### src/rtl/dma_stream_feeder.sv
// dma_stream_feeder
// Buffers a valid/ready stream of 32-bit words and splits it into DMA bursts.
// A burst holds at most 16 words and never crosses a 64-byte boundary.
// Destination addresses step through a ring buffer of cfg_bursts*16 words
// starting at cfg_base, and wrap back to the base at the end of the ring.
//
// Ports
//   clk, reset          single clock; synchronous active-high reset
//   enable, flush       permit new bursts; force a short burst from a partial fill
//   cfg_base/cfg_bursts ring base byte address and ring size in 16-word units
//   in_data/in_valid/in_ready  input stream
//   start/addr/burstlen/data   burst request and head-of-FIFO word to the DMA
//   busy/advance        DMA status and per-word consume strobe
//   wr_offset           committed ring offset in words
//   burst_done          one-cycle pulse per completed burst
//   fifo_count          current FIFO fill
module dma_stream_feeder #(
    parameter int FIFO_AW = 5
) (
    input  logic               clk,
    input  logic               reset,
    input  logic               enable,
    input  logic               flush,
    input  logic [31:0]        cfg_base,
    input  logic [15:0]        cfg_bursts,
    input  logic [31:0]        in_data,
    input  logic               in_valid,
    output logic               in_ready,
    output logic               start,
    output logic [31:0]        addr,
    output logic [3:0]         burstlen,
    output logic [31:0]        data,
    input  logic               busy,
    input  logic               advance,
    output logic [19:0]        wr_offset,
    output logic               burst_done,
    output logic [FIFO_AW:0]   fifo_count
);

    localparam int DEPTH = 1 << FIFO_AW;
    localparam logic [FIFO_AW:0] FULL = {1'b1, {FIFO_AW{1'b0}}};

    localparam logic [1:0] ST_IDLE  = 2'd0;
    localparam logic [1:0] ST_ISSUE = 2'd1;
    localparam logic [1:0] ST_XFER  = 2'd2;
    localparam logic [1:0] ST_WAIT  = 2'd3;

    logic [31:0]        mem [DEPTH];
    logic [FIFO_AW-1:0] wr_ptr;
    logic [FIFO_AW-1:0] rd_ptr;
    logic [1:0]         state;
    logic [4:0]         remaining;

    logic               push;
    logic               pop;
    logic               trigger;
    logic               count_ge;
    logic [4:0]         to_bound;
    logic [4:0]         len;
    logic [4:0]         len_m1;
    logic [19:0]        ring_words;
    logic [20:0]        next_off;

    assign in_ready   = (fifo_count != FULL);
    assign push       = in_valid & in_ready;
    assign pop        = (state == ST_XFER) & advance & (remaining != 5'd0);
    assign start      = (state == ST_ISSUE);
    assign data       = mem[rd_ptr];

    // Words left before the next 16-word boundary; always 1..16.
    assign to_bound   = 5'd16 - {1'b0, wr_offset[3:0]};
    assign count_ge   = (fifo_count >= (FIFO_AW+1)'(to_bound));
    // When the fill is below to_bound it is at most 15, so it fits in 5 bits.
    assign len        = count_ge ? to_bound : fifo_count[4:0];
    assign len_m1     = len - 5'd1;
    assign trigger    = enable & (cfg_bursts != 16'd0) &
                        (count_ge | (flush & (fifo_count != '0)));

    assign ring_words = {cfg_bursts, 4'b0000};
    // burstlen still holds the committed burst length minus one in WAIT.
    assign next_off   = {1'b0, wr_offset} + {17'b0, burstlen} + 21'd1;

    // Storage has no reset; reset only empties the FIFO via the pointers.
    always_ff @(posedge clk) begin
        if (push) begin
            mem[wr_ptr] <= in_data;
        end
    end

    always_ff @(posedge clk) begin
        if (reset) begin
            wr_ptr     <= '0;
            rd_ptr     <= '0;
            fifo_count <= '0;
        end else begin
            if (push) wr_ptr <= wr_ptr + 1'b1;
            if (pop)  rd_ptr <= rd_ptr + 1'b1;
            case ({push, pop})
                2'b10:   fifo_count <= fifo_count + 1'b1;
                2'b01:   fifo_count <= fifo_count - 1'b1;
                default: fifo_count <= fifo_count;
            endcase
        end
    end

    always_ff @(posedge clk) begin
        if (reset) begin
            state      <= ST_IDLE;
            addr       <= '0;
            burstlen   <= '0;
            remaining  <= '0;
            wr_offset  <= '0;
            burst_done <= 1'b0;
        end else begin
            burst_done <= 1'b0;
            case (state)
                ST_IDLE: begin
                    if (trigger) begin
                        addr      <= cfg_base + {10'b0, wr_offset, 2'b00};
                        burstlen  <= len_m1[3:0];
                        remaining <= len;
                        state     <= ST_ISSUE;
                    end
                end
                ST_ISSUE: begin
                    state <= ST_XFER;
                end
                ST_XFER: begin
                    if (pop) begin
                        remaining <= remaining - 5'd1;
                        if (remaining == 5'd1) state <= ST_WAIT;
                    end
                end
                ST_WAIT: begin
                    if (!busy) begin
                        // Ring size is read here, so a changed cfg_bursts
                        // takes effect at this commit.
                        if (next_off >= {1'b0, ring_words}) wr_offset <= '0;
                        else                                wr_offset <= next_off[19:0];
                        burst_done <= 1'b1;
                        state      <= ST_IDLE;
                    end
                end
                default: state <= ST_IDLE;
            endcase
        end
    end

endmodule
### config.mk
export PLATFORM = sky130hd
export DESIGN_NAME = dma_stream_feeder
export DESIGN_NICKNAME = d
export VERILOG_FILES = /design/src/rtl/dma_stream_feeder.sv
export SDC_FILE = /design/constraint.sdc
export NUM_CORES = 1
export LEC_CHECK = 0
export BUFFER_PORTS_ARGS = -buffer_cell sky130_fd_sc_hd__buf_4
export CORE_ASPECT_RATIO = 2
export CORE_MARGIN = 4
export CORE_UTILIZATION = 61
export DETAILED_ROUTE_END_ITERATION = 8
export PLACE_DENSITY = 0.79
export SLEW_MARGIN = 0
export SYNTH_ARGS = -nofsm -noshare
export SYNTH_HDL_FRONTEND = slang
export SYNTH_SLANG_ARGS = --single-unit
export TNS_END_PERCENT = 1
### constraint.sdc
create_clock -name clk -period 5.15 [get_ports clk]
set_input_delay 1.03 -clock clk [delete_from_list [all_inputs] [get_ports clk]]
set_output_delay 1.03 -clock clk [all_outputs]
set_load 0.1 [all_outputs]
## Word level (Yosys, flattened, before mapping)

Memories as Yosys holds them, arrays and structs flattened. A register that Yosys moved wholly into a read port is not among the register bits.
Cells that the tools add are included.

| cells by class | value |
|---|---|
| add/subtract/negate cells | 10 |
| magnitude comparators | 2 |
| equal/unequal tests | 11 |
| mux-type cells | 16 |
| bitwise gates (word level) | 9 |
| reduce and logical (&&, ||, !) cells | 11 |

Operators with widths:

| kind | number |
|---|---|
| $add A32 B22 Y32 | 1 |
| $mux W5 | 5 |
| $add A20 B4 Y21 | 1 |
| $add A21 B1 Y21 const B | 1 |
| $ge A21 B20 Y1 | 1 |
| $mux W20 | 1 |
| $reduce_bool A16 Y1 | 1 |
| $pmux W6 S2 | 1 |
| $add A5 B1 Y5 const B | 2 |
| $pmux W5 S2 | 1 |
| $mux W2 | 4 |
| $pmux W2 S4 | 1 |
| $add A6 B1 Y6 const B | 1 |
| $and A1 B1 Y1 | 6 |
| $eq A2 B2 Y1 const B | 3 |
| $ge A6 B5 Y1 | 1 |
| $ne A2 B2 Y1 const B | 3 |
| $ne A6 B6 Y1 const B | 1 |
| $reduce_bool A6 Y1 | 1 |
| $sub A6 B1 Y6 const B | 1 |
| $eq A5 B1 Y1 const B | 1 |
| $reduce_bool A5 Y1 | 1 |
| $sub A5 B1 Y5 const B | 1 |
| $sub A5 B4 Y5 const A | 1 |
| other kinds (12) | 18 |

| word-level totals | value |
|---|---|
| register bits | 80 |
| bits in writable memories | 1024 |
| input port bits | 87 |
| output and inout bits | 97 |
| word-level logic and storage cells | 69 |
| memories kept | 1 |

Memories:

| memory | words | bits a word | rd ports | clocked after memory_dff | write ports | RTL line | source |
|---|---|---|---|---|---|---|---|
| mem | 32 | 32 | 1 | 1 | 1 | 48 | `logic [31:0] mem [DEPTH];` |

## Depth between registers and ports, before layout

| depth | value |
|---|---|
| depth in word-level cells | 6 |
| depth in mapped cells | 17 |
| depth with buffers taken out | 16 |

## Worst setup path before layout

OpenSTA, ideal clock, no wires.

| path | value |
|---|---|
| kind | reg2reg |
| start point | reg fifo_count[1] |
| end point | mem mem[31][0], enable pin |
| library setup time | 421 ps |
| arrival | 4143 ps |
| data required time | 4729 ps |
| setup slack | 586 ps |
| cell stages (with the launch flop) | 8 |
| path buffers | 1 |
| period minus slack after synthesis | 4564 ps |
| path through | dfxtp_1 or2_1 nor4_1 nand2_1 and2_1 clkbuf_1 nand2_1 nor2_1 |

| on the way | value |
|---|---|
| word-level cells in the longest chain between the ends | 4 |

Ends and longest elaborated chain:

| element | RTL line | source |
|---|---|---|
| start, declared | 37 | `output logic [FIFO_AW:0] fifo_count` |
| start signal, assigned | 99 | `2'b10: fifo_count <= fifo_count + 1'b1;` |
| start signal, assigned | 100 | `2'b01: fifo_count <= fifo_count - 1'b1;` |
| start signal, assigned | 101 | `default: fifo_count <= fifo_count;` |
| $ne A6 B6 Y1 | 64 | `assign in_ready = (fifo_count != FULL);` |
| net in_ready | 28 | `output logic in_ready,` |
| $and A1 B1 Y1 | 65 | `assign push = in_valid & in_ready;` |
| $mux W1 | 85 | `if (push) begin` |
| $mux W1 (implied by the code) | 86 | `mem[wr_ptr] <= in_data;` |
| end, declared | 48 |  |

The timed path passes the listed nets, and every way through them passes these cells.

## Final worst setup path

| path | value |
|---|---|
| start point | reg wr_offset[0] |
| end point | reg wr_offset[17] |

| on the way | value |
|---|---|
| word-level cells in the longest chain between the ends | 4 |

Ends and longest elaborated chain:

| element | RTL line | source |
|---|---|---|
| start, declared | 35 | `output logic [19:0] wr_offset,` |
| start signal, assigned | 139 | `else wr_offset <= next_off[19:0];` |
| $add A20 B4 Y21 (*) | 81 | `assign next_off = {1'b0, wr_offset} + {17'b0, burstlen} + 21'd1;` |
| $add A21 B1 Y21 (*) | 81 |  |
| $ge A21 B20 Y1 | 138 | `if (next_off >= {1'b0, ring_words}) wr_offset <= '0;` |
| $mux W20 (*) | 138 |  |

Mark *: on every way between the ends. The rest lies on a longest branch, timed or not.
A chain may end at the register's enable or synchronous reset.

==> run summary <==
share of power burned in registers = 0.530
post-DR wirelength/cell = 33.9 um
Net Switching = 0.00421 W
CP Max Fanout = 15
row cnt = 140
wl on met1 = 37500 um
first-iteration detailed-routing DRC count = 2809
synthesized flop and latch total = 1109
Root Buffer = clkbuf_16
initial antenna violation count = 5
min Tclk post-route = 4.76 ns
post-synth top area share = 0.687
CP startpoint kind = register
FMAX = 210 MHz
vias per inst = 6.86
Final ANT Viol Nets = 0
Longest Clk Path Bufs = 3
Inserted Clock Buffers = 89
Main synth FF type = edfxtp_1
FILL cells = 4167
# port buffers = 183
Post-Syn Nets = 2373
first-pass GRT wire length = 170000 um
Post-CTS Setup Inserts = 0
drt total wl = 117000 um
vias in the first global route = 25100
clock share of power = 0.400
CP required = 5.75 ns
switch share = 0.224
yosys warns = 0
Power per Cell Area = 367 mW/mm2
area of the core = 0.0727 mm2
number of synthesized flops with an enable pin = 1024
RSZ-0062 raised after global routing = no
GRT Total Usage = 0.307
synth cell count leaders = 1024 x edfxtp_1, 320 x mux4_2, 105 x nor2_1
min-delay worst type = reg -> reg
die area = 0.0780 mm2
Setup TNS = 0 ns
Cell Count Post-Placement = 3284
Yosys top cell by area = edfxtp_1
Final Hold Viols = 0
max cap viols = 0
Slew @ Worst Pin = 1.28 ns
critical path class = reg -> reg
share of async-settable or async-resettable flops after synthesis = 0
fraction of layout cells with a size suffix above 1 = 0.317
met3 wire length = 9810 um
Worst Setup End Kind = register
final total power = 0.0188 W
DRC violations left = 0
R2R Setup Slk = 0.39 ns
Worst EP arrival = 5.36 ns
Final Slew Violations = 0
grt ovf = 0
Worst-Skew Late Latency = 0.68 ns
met2 wire len = 63100 um
clock-pin transition on the worst setup and hold timing paths = 0.07 ns
largest net degree at the start of global routing = 76
cts repair resizes = 0
Post-Synthesis Mean Instance Area = 20.2 um2
Final Net Count = 2606
largest cells by area after synthesis = edfxtp_1 69%, mux4_2 16%, dfxtp_1 3.8%
Die Ht = 391 um
Non-Filler Instances = 3454
initial core utilization = 0.615
Synth Instances = 2219
VDD IR-drop max = 0.319 mV
DIE WIDTH = 199 um
RR Endpoint = wr_offset[17]$_SDFFE_PP0P_
io pins = 184
leakage = 16.4 nW
routability-driven placement congestion ratio = 0.908
R2R cell count = 16
status = finished, final reports clean
top sig layer = met5
Seq/Total Area, Yosys = 0.726
Layout area overhead = 14.4%
Worst Hold Depth = 2
Comb pwr share = 0.070
final period utilization = 0.923
most common cell in the synthesized netlist = edfxtp_1
Clock Skews = 0.0302 ns
Distinct cells, synth = 70
Initial DRT Pass Iterations = 5
final instance area = 0.0512 mm2
Hold Path End = addr[8]$_SDFFE_PP0P_
CTS H-tree lvls = 3
CTS tree = built
final core utilization = 0.704
r2r startpoint = wr_offset[0]$_SDFFE_PP0P_
Hold Crit Start = addr[8]$_SDFFE_PP0P_
Post-DP HPWL = 65700 um
Worst slew margin = 0.142
dpl cell area = 0.0480 mm2
via count = 23700
internal power consumption = 0.0146 W
Setup violations, final = 0
clock sink count = 1109
# hold bufs at CTS = 0
Netlist Area Pre-Place = 0.0447 mm2
==> placed cells by master (no fill, tap or decap), types with 12 or more instances in the layout <==
| cell | n |
|---|---|
| nor2_1 | 74 |
| nor3_1 | 12 |
| buf_12 | 31 |
| nor2_4 | 31 |
| nand2b_1 | 14 |
| xnor2_1 | 32 |
| a211oi_1 | 18 |
| o21ai_0 | 25 |
| a21oi_1 | 52 |
| nand2_1 | 73 |
| clkinv_2 | 17 |
| clkbuf_16 | 91 |
| buf_4 | 217 |
| xor2_1 | 19 |
| bufinv_16 | 18 |
| mux4_2 | 320 |
| edfxtp_1 | 1024 |
| mux2_2 | 33 |
| nand3_1 | 18 |
| nor4_1 | 12 |
| ha_1 | 64 |
| dfxtp_1 | 80 |
| clkbuf_1 | 12 |
| a21o_1 | 19 |
| inv_1 | 43 |
==> per-stage QoR <==
step,hold WS (ns),setup WS (ns)
3_3_place_gp,0.444,0.694
6_report,0.461,0.395
5_1_grt,0.483,0.181
2_1_floorplan,0.449,0.586
3_5_place_dp,0.446,0.641
4_1_cts,0.461,0.460
==> flip-flops by register name, indices dropped and copies added, names as in the netlist, named ones only <==
signal      cells
burstlen        4
wr_ptr          5
addr           32
burst_done      1
state           2
wr_offset      20
mem          1024
remaining       5
fifo_count      6
rd_ptr          5
==> worst max-delay path, cell delays in order, from the launching register on <==
cell	delay, ns
dfxtp_1	0.53
inv_1	0.11
ha_1	0.23
nor2b_1	0.15
o21ai_0	0.11
a21oi_1	0.67
nand2_1	0.41
or3_1	0.45
nand2_1	0.09
ha_1	0.24
a21o_1	0.17
a21oi_1	0.14
o21a_1	0.12
nand3_1	0.45
nor3_2	0.35
buf_4	0.27
a22o_1	0.19
==> how the worst max path moves through the flow <==
stage | from | end | slack, ns
2_1_floorplan | fifo_count[1]$_SDFFE_PP0P_ | mem[31][0]$_DFFE_PP_ | 0.59
3_3_place_gp | wr_offset[0]$_SDFFE_PP0P_ | wr_offset[4]$_SDFFE_PP0P_ | 0.69
3_5_place_dp | wr_offset[0]$_SDFFE_PP0P_ | wr_offset[17]$_SDFFE_PP0P_ | 0.64
4_1_cts | register | data[8] | 0.46
5_1_grt | wr_offset[0]$_SDFFE_PP0P_ | wr_offset[17]$_SDFFE_PP0P_ | 0.18
6_report | wr_offset[0]$_SDFFE_PP0P_ | wr_offset[17]$_SDFFE_PP0P_ | 0.39
==> layout make-up <==
| class | instances | area [um2] | area share |
|---|---|---|---|
| Antenna cell | 4 | 10.0 | 0.000196 |
| Clock buffer | 112 | 2450 | 0.0478 |
| Clock inverter | 54 | 777 | 0.0152 |
| Inverter | 45 | 169 | 0.00330 |
| Multi-Input combinational cell | 959 | 11900 | 0.233 |
| Sequential cell | 1109 | 32500 | 0.634 |
| Tap cell | 923 | 1150 | 0.0226 |
| Timing Repair Buffer | 248 | 2250 | 0.0440 |
==> cell families (layout without fill, tap and decap cells) <==
| group | after synthesis | in the layout | synth area share |
|---|---|---|---|
| AO/OA/AOI/OAI | 195 | 195 | 0.0309 |
| XOR/XNOR | 51 | 51 | 0.00999 |
| adder cells (fa/ha/maj) | 67 | 67 | 0.0192 |
| buffers and inverters | 151 | 459 | 0.0134 |
| flip-flops | 1109 | 1109 | 0.726 |
| multiplexers | 362 | 362 | 0.171 |
| other | 0 | 4 | 0 |
| AND/OR/NAND/NOR | 284 | 284 | 0.0295 |
==> power groups by stage <==
stage | clock network (W) | logic, W | registers [W]
3_5_place_dp | 0 | 0.00130 | 0.0102
3_3_place_gp | 0 | 0.00126 | 0.0102
5_1_grt | 0.00801 | 0.00138 | 0.00997
6_report | 0.00753 | 0.00131 | 0.00997
2_1_floorplan | 0 | 0.000633 | 0.0104
4_1_cts | 0.00761 | 0.00131 | 0.00997
==> layer usage <==
metal | track usage | vias up
met2 | 0.537 | 1563
met3 | 0.0522 | 375
met5 | 0 | -
li1 | - | 9618
met1 | 0.369 | 12100
met4 | 0.148 | 2
(Power assumes the default switching activity.)
